### config.mk
export PLATFORM = sky130hd
export DESIGN_NAME = gamma_cycle_sequencer
export DESIGN_NICKNAME = d
export VERILOG_FILES = /design/src/rtl/gamma_cycle_sequencer.sv
export SDC_FILE = /design/constraint.sdc
export NUM_CORES = 1
export LEC_CHECK = 0
export CAP_MARGIN = 5
export CORE_MARGIN = 4
export CORE_UTILIZATION = 58
export DETAILED_ROUTE_END_ITERATION = 10
export PLACE_DENSITY_LB_ADDON = 0.3
export SYNTH_ARGS = -nofsm -noshare
export SYNTH_HDL_FRONTEND = slang
export SYNTH_SLANG_ARGS = --single-unit
### constraint.sdc
create_clock -name clock -period 5 [get_ports clock]
set_input_delay 1 -clock clock [delete_from_list [all_inputs] [get_ports clock]]
set_output_delay 1 -clock clock [all_outputs]
set_load 0.01 [all_outputs]
### src/rtl/gamma_cycle_sequencer.sv
// One gamma cycle: clear the decoder bank, run a MAX_VALUE+1 tick window that
// latches each line's first spike as MAX_VALUE - tick, then stream the results out.
module gamma_cycle_sequencer #(
  parameter int MAX_VALUE = 8,
  parameter int NUM_LINES = 4,
  localparam int W = $clog2(MAX_VALUE + 1),
  localparam int IW = (NUM_LINES > 1) ? $clog2(NUM_LINES) : 1
) (
  input  logic                 clock,
  input  logic                 reset,
  input  logic                 start,
  input  logic [NUM_LINES-1:0] incoming_lines,
  output logic                 busy,
  output logic                 decoder_clear,
  output logic                 window_active,
  output logic [W-1:0]         tick,
  output logic                 out_valid,
  input  logic                 out_ready,
  output logic [IW-1:0]        out_index,
  output logic [W-1:0]         out_value,
  output logic                 out_fired,
  output logic                 done,
  output logic [1:0]           state
);

  localparam logic [1:0] IDLE   = 2'd0;
  localparam logic [1:0] CLEAR  = 2'd1;
  localparam logic [1:0] WINDOW = 2'd2;
  localparam logic [1:0] DRAIN  = 2'd3;

  // Handshake: a result transfers in any cycle with out_valid & out_ready; while
  // out_valid is high and out_ready low, index/value/fired hold and valid stays up.

  logic [W-1:0]         value [NUM_LINES];
  logic [NUM_LINES-1:0] fired;

  logic [1:0]           state_n;
  logic [W-1:0]         tick_n;
  logic [W-1:0]         value_n [NUM_LINES];
  logic [NUM_LINES-1:0] fired_n;
  logic [IW-1:0]        index_n;
  logic                 valid_n;
  logic                 done_n;
  logic [W-1:0]         out_value_n;
  logic                 out_fired_n;

  always_comb begin
    state_n = state;
    tick_n  = tick;
    value_n = value;
    fired_n = fired;
    index_n = out_index;
    valid_n = out_valid;
    done_n  = 1'b0;
    case (state)
      IDLE: begin
        if (start) begin
          state_n = CLEAR;
          tick_n  = '0;
        end
      end
      CLEAR: begin
        for (int i = 0; i < NUM_LINES; i++) value_n[i] = '0;
        fired_n = '0;
        tick_n  = '0;
        state_n = WINDOW;
      end
      WINDOW: begin
        for (int i = 0; i < NUM_LINES; i++) begin
          if (!fired[i] && incoming_lines[i]) begin
            value_n[i] = W'(MAX_VALUE) - tick;
            fired_n[i] = 1'b1;
          end
        end
        if (tick == W'(MAX_VALUE)) begin
          state_n = DRAIN;
          tick_n  = '0;
          index_n = '0;
          valid_n = 1'b1;
        end else begin
          tick_n = tick + W'(1);
        end
      end
      default: begin
        if (out_valid && out_ready) begin
          if (out_index == IW'(NUM_LINES - 1)) begin
            state_n = IDLE;
            valid_n = 1'b0;
            index_n = '0;
            done_n  = 1'b1;
          end else begin
            index_n = out_index + IW'(1);
          end
        end
      end
    endcase
    // Uses the post-capture values so a spike at the last tick reaches line 0's output.
    out_value_n = valid_n ? value_n[index_n] : '0;
    out_fired_n = valid_n ? fired_n[index_n] : 1'b0;
  end

  always_ff @(posedge clock or posedge reset) begin
    if (reset) begin
      state         <= IDLE;
      tick          <= '0;
      for (int i = 0; i < NUM_LINES; i++) value[i] <= '0;
      fired         <= '0;
      out_index     <= '0;
      out_valid     <= 1'b0;
      out_value     <= '0;
      out_fired     <= 1'b0;
      done          <= 1'b0;
      busy          <= 1'b0;
      decoder_clear <= 1'b0;
      window_active <= 1'b0;
    end else begin
      state         <= state_n;
      tick          <= tick_n;
      value         <= value_n;
      fired         <= fired_n;
      out_index     <= index_n;
      out_valid     <= valid_n;
      out_value     <= out_value_n;
      out_fired     <= out_fired_n;
      done          <= done_n;
      busy          <= (state_n != IDLE);
      decoder_clear <= (state_n == CLEAR);
      window_active <= (state_n == WINDOW);
    end
  end

endmodule

==> out/qor.txt, run 1 <==
Status -> finished clean
R2R Path End -> out_value[2]$_DFF_PP0_
# diodes -> 0
Top_reg_cell synth -> dfrtp_1
FMAX -> 355.2 MHz
Total track usage -> 0.2380
YS warnings -> 0
Wire length on met2 -> 2.291 mm
Hpwl dp -> 3.278 mm
Setup repair after global routing missed its margin -> no
Die height -> 66.20 um
Top Metal Used -> met4
Largest net degree at the start of global routing -> 39
Sequential area share after synthesis -> 0.4841
I/O Buffers -> 25
Worst Skew -> 10.73 ps
Vias per cell -> 6.127
First-pass GRT wire length -> 7.817 mm
Final Max Slew Viols -> 0
Routed Antenna Nets -> 0
Worst-path clk slew -> 120 ps
Number of H-tree levels -> 2
Max transition margin -> 0.2574
Final hold vios -> 0
Via count -> 1,587
Sink Count -> 38
Pwr Total -> 0.001287 W
CP Launch Point -> out_ready
Core Area -> 0.003153 sq mm
R2R cell count -> 6
Hold buffers post-CTS -> 0
Worst-path maximum fanout -> 12
Final-stage net count -> 229
Average wire per standard cell -> 17.53 um
CTS tree -> yes
Clock Latency Late Sink -> 350 ps
Synth Register Bits -> 38
Worst EP required -> 5220 ps
1st-pass router iterations -> 5
WS Path Type -> input pin to flop
Tightest Hold Check Type -> flop to flop
CP endpoint kind -> flop
CTS max path bufs -> 2
Synthesized instance count -> 191
Max capacitance violation total -> 0
Final WL -> 4.541 mm
Met3 wire length -> 221 um
Ratio of cells with drive above 1 in the final layout -> 0.06512
Global route overflow -> 0
Netlist cell types -> 42
DRC violations left -> 0
Tmin final -> 2816 ps
Synth Cell Area -> 0.001964 sq mm
Reg2Reg Setup Slack -> 2220 ps
Slew @ Worst Pin -> 1108 ps
R2r startpoint -> state[0]$_DFF_PP0_
Antenna violations before repair -> 0
Initial Util -> 0.6230
Asr flop ratio synth -> 1.000
Setup TNS -> 0 ps
VDD IR-drop max -> 296.3 uV
Tcrit/Tclk final -> 0.5631
Post-Syn Area per Cell -> 10.28 sq um
Routability congestion estimate -> 0.9396
Synth Net Count -> 206
Clk Tree Root Cell -> clkbuf_4
WP data arrival -> 3040 ps
Vias in the first global route -> 1,583
Die span in x -> 66.20 um
Worst setup path endpoint -> out_value[2]$_DFF_PP0_
Startpoint types -> input pin
Die area -> 0.004382 sq mm
Starting DRC count in detailed routing -> 167
I/O pins -> 26
Area growth, synth to finish -> 16.50%
Post-CTS Setup Repair Bufs -> 0
Final Setup Violations -> 0
PostCTS Resize Cnt -> 0
Number of flops mapped to enable cells by yosys -> 0
Pwr dens -> 562.3 mW/mm^2
CTS buffer count -> 5
Leakage -> 0.9727 nW
WL met1 -> 1.899 mm
Row Count -> 20
## cell type report
class	count	area (sq um)
multi-input combinational	132	923.4
clock buffer	7	55.05
inverter	11	41.29
clock inverter	1	5.005
tap	44	55.05
timing repair buffer	26	257.7
sequential	38	950.9
fill	226	864.6
## stage by stage
| step | cells | hold WS (ps) | area (sq um) | utilization | worst slack (ps) |
|---|---|---|---|---|---|
| 6_report | 259 | 520.2 | 2288 | 0.7258 | 2184 |
| 5_1_grt | 259 | 548.3 | 2288 | 0.7258 | 2011 |
| 4_1_cts | 259 | 514.4 | 2288 | 0.7258 | 2221 |
| 3_5_place_dp | 251 | 480.4 | 2228 | 0.7067 | 1855 |
| 3_3_place_gp | 251 | 481.7 | 2228 | 0.7067 | 1944 |
| 2_1_floorplan | 191 | 456.8 | 1964 | - | 2850 |
## cell usage in the layout, fill, tap and decap left out, types with 2 or more instances in the layout
master and instances:
a21oi_1 6, a2bb2oi_1 2, a31oi_1 2, and2_1 2, clkbuf_4 5, clkdlybuf4s50_1 25, dfrtp_1 38, ha_1 7
inv_1 10, mux2i_1 19, nand2_1 18, nand2b_1 2, nand3_1 8, nor2_1 12, nor2b_1 4, o21ai_0 9
o21bai_1 2, o221ai_1 2, o22ai_1 6, o2bb2ai_1 11
## cells by family after synthesis
group / synth area share
xor gates and xnor gates: 0.004459
buffers and inverters: 0.04586
and+or+nand+nor: 0.1338
muxes: 0.1025
AOI/OAI and AO/OA: 0.1847
adders and majority gates: 0.04458
DFF: 0.4841
## registers in the layout, summed over array words and instances, names as in the netlist, 2 cells and up
register	flops
value	16
out_index	2
fired	4
tick	4
state	2
out_value	4
## layer usage
metal,vias up,track usage
met5,-,0
met4,0,0.1066
met3,13,0.05782
met2,59,0.3903
met1,781,0.2954
li1,734,-
## power breakdown
| group | internal, W | total (W) | switching [W] | leakage, nW |
|---|---|---|---|---|
| Sequential | 0.000407 | 0.000475 | 0.0000680 | 0.511 |
| Combinational | 0.000240 | 0.000644 | 0.000404 | 0.427 |
| Clock | 0.0000682 | 0.000168 | 0.0000997 | 0.0353 |
## worst min-delay path by stage
stage | start | end | slack [ps] | cells after the start
floorplan | value[11]$_DFF_PP0_ | value[11]$_DFF_PP0_ | 460 | 1
global placement | value[11]$_DFF_PP0_ | value[11]$_DFF_PP0_ | 480 | 1
detailed placement | value[11]$_DFF_PP0_ | value[11]$_DFF_PP0_ | 480 | 1
CTS | value[11]$_DFF_PP0_ | value[11]$_DFF_PP0_ | 510 | 1
global route | value[0]$_DFF_PP0_ | value[0]$_DFF_PP0_ | 550 | 1
finish | value[11]$_DFF_PP0_ | value[11]$_DFF_PP0_ | 520 | 1
## critical path, stage by stage
cell and delay, ps:
clkdlybuf4s50_1 470, nand2_1 160, nor3_1 80, nor3_2 880, o221a_2 360, o32ai_1 80
## cell usage after synthesis, drive strengths merged, types with 2 or more instances
library cell,number,area share
a21oi,7,0.020
a2bb2oi,2,0.0089
a31oi,2,0.0064
and2,2,0.0064
buf,4,0.013
clkbuf,6,0.011
dfrtp,38,0.48
ha,7,0.045
inv,10,0.019
mux2i,19,0.097
nand2,18,0.034
nand2b,2,0.0064
nand3,8,0.020
nor2,12,0.023
nor2b,4,0.013
nor3,2,0.0076
o21ai,10,0.025
o21bai,2,0.0076
o221ai,2,0.0089
o22ai,6,0.019
o2bb2ai,11,0.049
(Power assumes the default switching activity.)
==> inputs of run 2 (changes only) <==
CORE_UTILIZATION = 49   (was 58)
clock period = 2.5 ns   (was 5 ns; I/O delays follow)
==> run 2 against run 1 <==
  * Count of clock-buffer cells in the layout shrank 2
  * Sequential cell count unchanged
  * Largest cell class unchanged
  * Global-route usage fell by 5.1 points
  * Worst hold slack improved by 0.68 ps
  * Sequential share of layout area fell by 2.2 points
  * Non-clock buffer count rose by 8
  * Critical path depth unchanged
  * Critical endpoint unchanged
==> out/qor.txt, run 2 (synthesis gave the netlist of run 1 again) <==
CTS tree -> yes
Worst path max stage delay -> 640 ps
Setup TNS -> 0 ps
Finished Cell Area -> 0.002414 sq mm
Max transition margin -> 0.4898
Worst path slowest cell -> nor3_4
Final hold vios -> 0
Number of H-tree levels -> 2
Max capacitance violation total -> 0
Slew @ Worst Pin -> 762.9 ps
Vias in the first global route -> 1,615
1st-pass router iterations -> 4
Die height -> 71.32 um
Tightest Hold Check Type -> flop to flop
Final Max Slew Viols -> 0
Global route overflow -> 0
Row Count -> 22
WP data arrival -> 2370 ps
CTS max path bufs -> 2
Antenna violations before repair -> 0
Worst-path maximum fanout -> 12
PostCTS Resize Cnt -> 1
I/O pins -> 26
CTS buffer count -> 5
Tmin final -> 2215 ps
Biggest register -> value
Final WL -> 4.404 mm
Leakage -> 1.024 nW
DRC violations left -> 0
Starting DRC count in detailed routing -> 135
CP endpoint kind -> flop
Tcrit/Tclk final -> 0.8860
Pwr dens -> 1170 mW/mm^2
Routed Antenna Nets -> 0
Final-stage net count -> 237
Cell Area, Placed -> 0.002293 sq mm
FMAX -> 451.5 MHz
Worst-path clk slew -> 80 ps
# diodes -> 0
Pwr Total -> 0.002823 W
Sink Count -> 38
Ratio of cells with drive above 1 in the final layout -> 0.1031
Status -> finished clean
Clock Latency Late Sink -> 290 ps
VDD IR-drop max -> 626.3 uV
Initial Util -> 0.5209
Core Area -> 0.003771 sq mm
Vias per cell -> 5.838
Final Setup Violations -> 0
Area growth, synth to finish -> 22.87%
Max reg flops -> 16
Setup repair after global routing missed its margin -> no
Average wire per standard cell -> 16.25 um
Most common cell after layout, fill and taps aside -> dfrtp_1
Worst EP required -> 2650 ps
I/O Buffers -> 25
WS Path Type -> flop to flop
Die span in x -> 71.32 um
Die area -> 0.005086 sq mm
Fillers -> 284
Worst Skew -> 3.218 ps
Cell Chain, Critical Path -> ha_1 -> inv_1 -> nor3_1 -> nor3_4 -> o221a_2 -> o32ai_1
Routability congestion estimate -> 0.8541
Startpoint types -> flop
Hpwl dp -> 3.190 mm
First-pass GRT wire length -> 7.507 mm
Final core occ -> 0.6400
Most frequent cells in the layout -> 38 x dfrtp_1, 25 x clkdlybuf4s50_1, 19 x mux2i_1
Total track usage -> 0.1868
Largest net degree at the start of global routing -> 39
Hold buffers post-CTS -> 0
Via count -> 1,582
Post-CTS Setup Repair Bufs -> 0
Clk Tree Root Cell -> clkbuf_8
run 2: changes by cell type in the layout (fill, tap and decap cells not counted), sizes merged:
cell,change
bufinv,+1
buf,+8
clkinv,-1
clkinvlp,+2
clkbuf,-2
run 2: report_power, final:
group	switching [W]	internal, W
combinational	0.000820	0.000549
sequential	0.000120	0.000815
clock	0.000221	0.000297
run 2: final cells by class:
class / instances / area (sq um) / share of cell area
timing repair buffer: 34 / 317.8 / 0.1317
tap: 48 / 60.06 / 0.02488
clock buffer: 5 / 68.82 / 0.02851
inverter: 11 / 41.29 / 0.01711
clock inverter: 3 / 45.04 / 0.01866
multi-input combinational: 132 / 929.6 / 0.3852
sequential: 38 / 950.9 / 0.3940
run 2: worst paths after layout:
| path | from | to | slack, ps | cells past startpoint |
|---|---|---|---|---|
| setup / recovery | state[0]$_DFF_PP0_ | out_value[2]$_DFF_PP0_ | 290 | 6 |
| hold / removal | value[11]$_DFF_PP0_ | value[11]$_DFF_PP0_ | 520 | 1 |
| setup reg to reg | state[0]$_DFF_PP0_ | out_value[2]$_DFF_PP0_ | 290 | 6 |
| hold reg to reg | value[11]$_DFF_PP0_ | value[11]$_DFF_PP0_ | 520 | 1 |
| max in group asynchronous | reset | busy$_DFF_PP0_ | 1540 | 3 |
| min in group asynchronous | reset | state[0]$_DFF_PP0_ | 620 | 3 |
run 2: layer usage:
layer / routed length (um) / global-route usage / part of all wire / vias to the layer above
met4: 96 / 0.06054 / 0.022 / 0
li1: - / - / - / 759
met5: 0 / 0 / 0 / -
met2: 2219 / 0.3122 / 0.50 / 46
met1: 1897 / 0.2343 / 0.43 / 767
met3: 190 / 0.05049 / 0.043 / 10
run 2: worst max-delay path, delay by kind of cell (launching register included):
family          cells  cell delay (ps)
fa+ha+maj           1              310
simple gates        2              750
compound gates      2              410
flops               1              440
buf+inv             1              170
run 2: per-stage QoR:
step           setup slack (ps)  hold WS [ps]  std cells
6_report                  285.0         520.9        271
5_1_grt                   178.4         551.3        271
4_1_cts                   293.0         522.0        271
3_5_place_dp             -187.6         500.9        263
3_3_place_gp             -69.60         493.4        263
2_1_floorplan             653.6         456.8        191
==> inputs of run 3 (changes only) <==
ABC_CLOCK_PERIOD_IN_PS = 2500   (was not set)
==> results of run 3 <==
Final layout, timing and power as in run 2 (identical DEF).
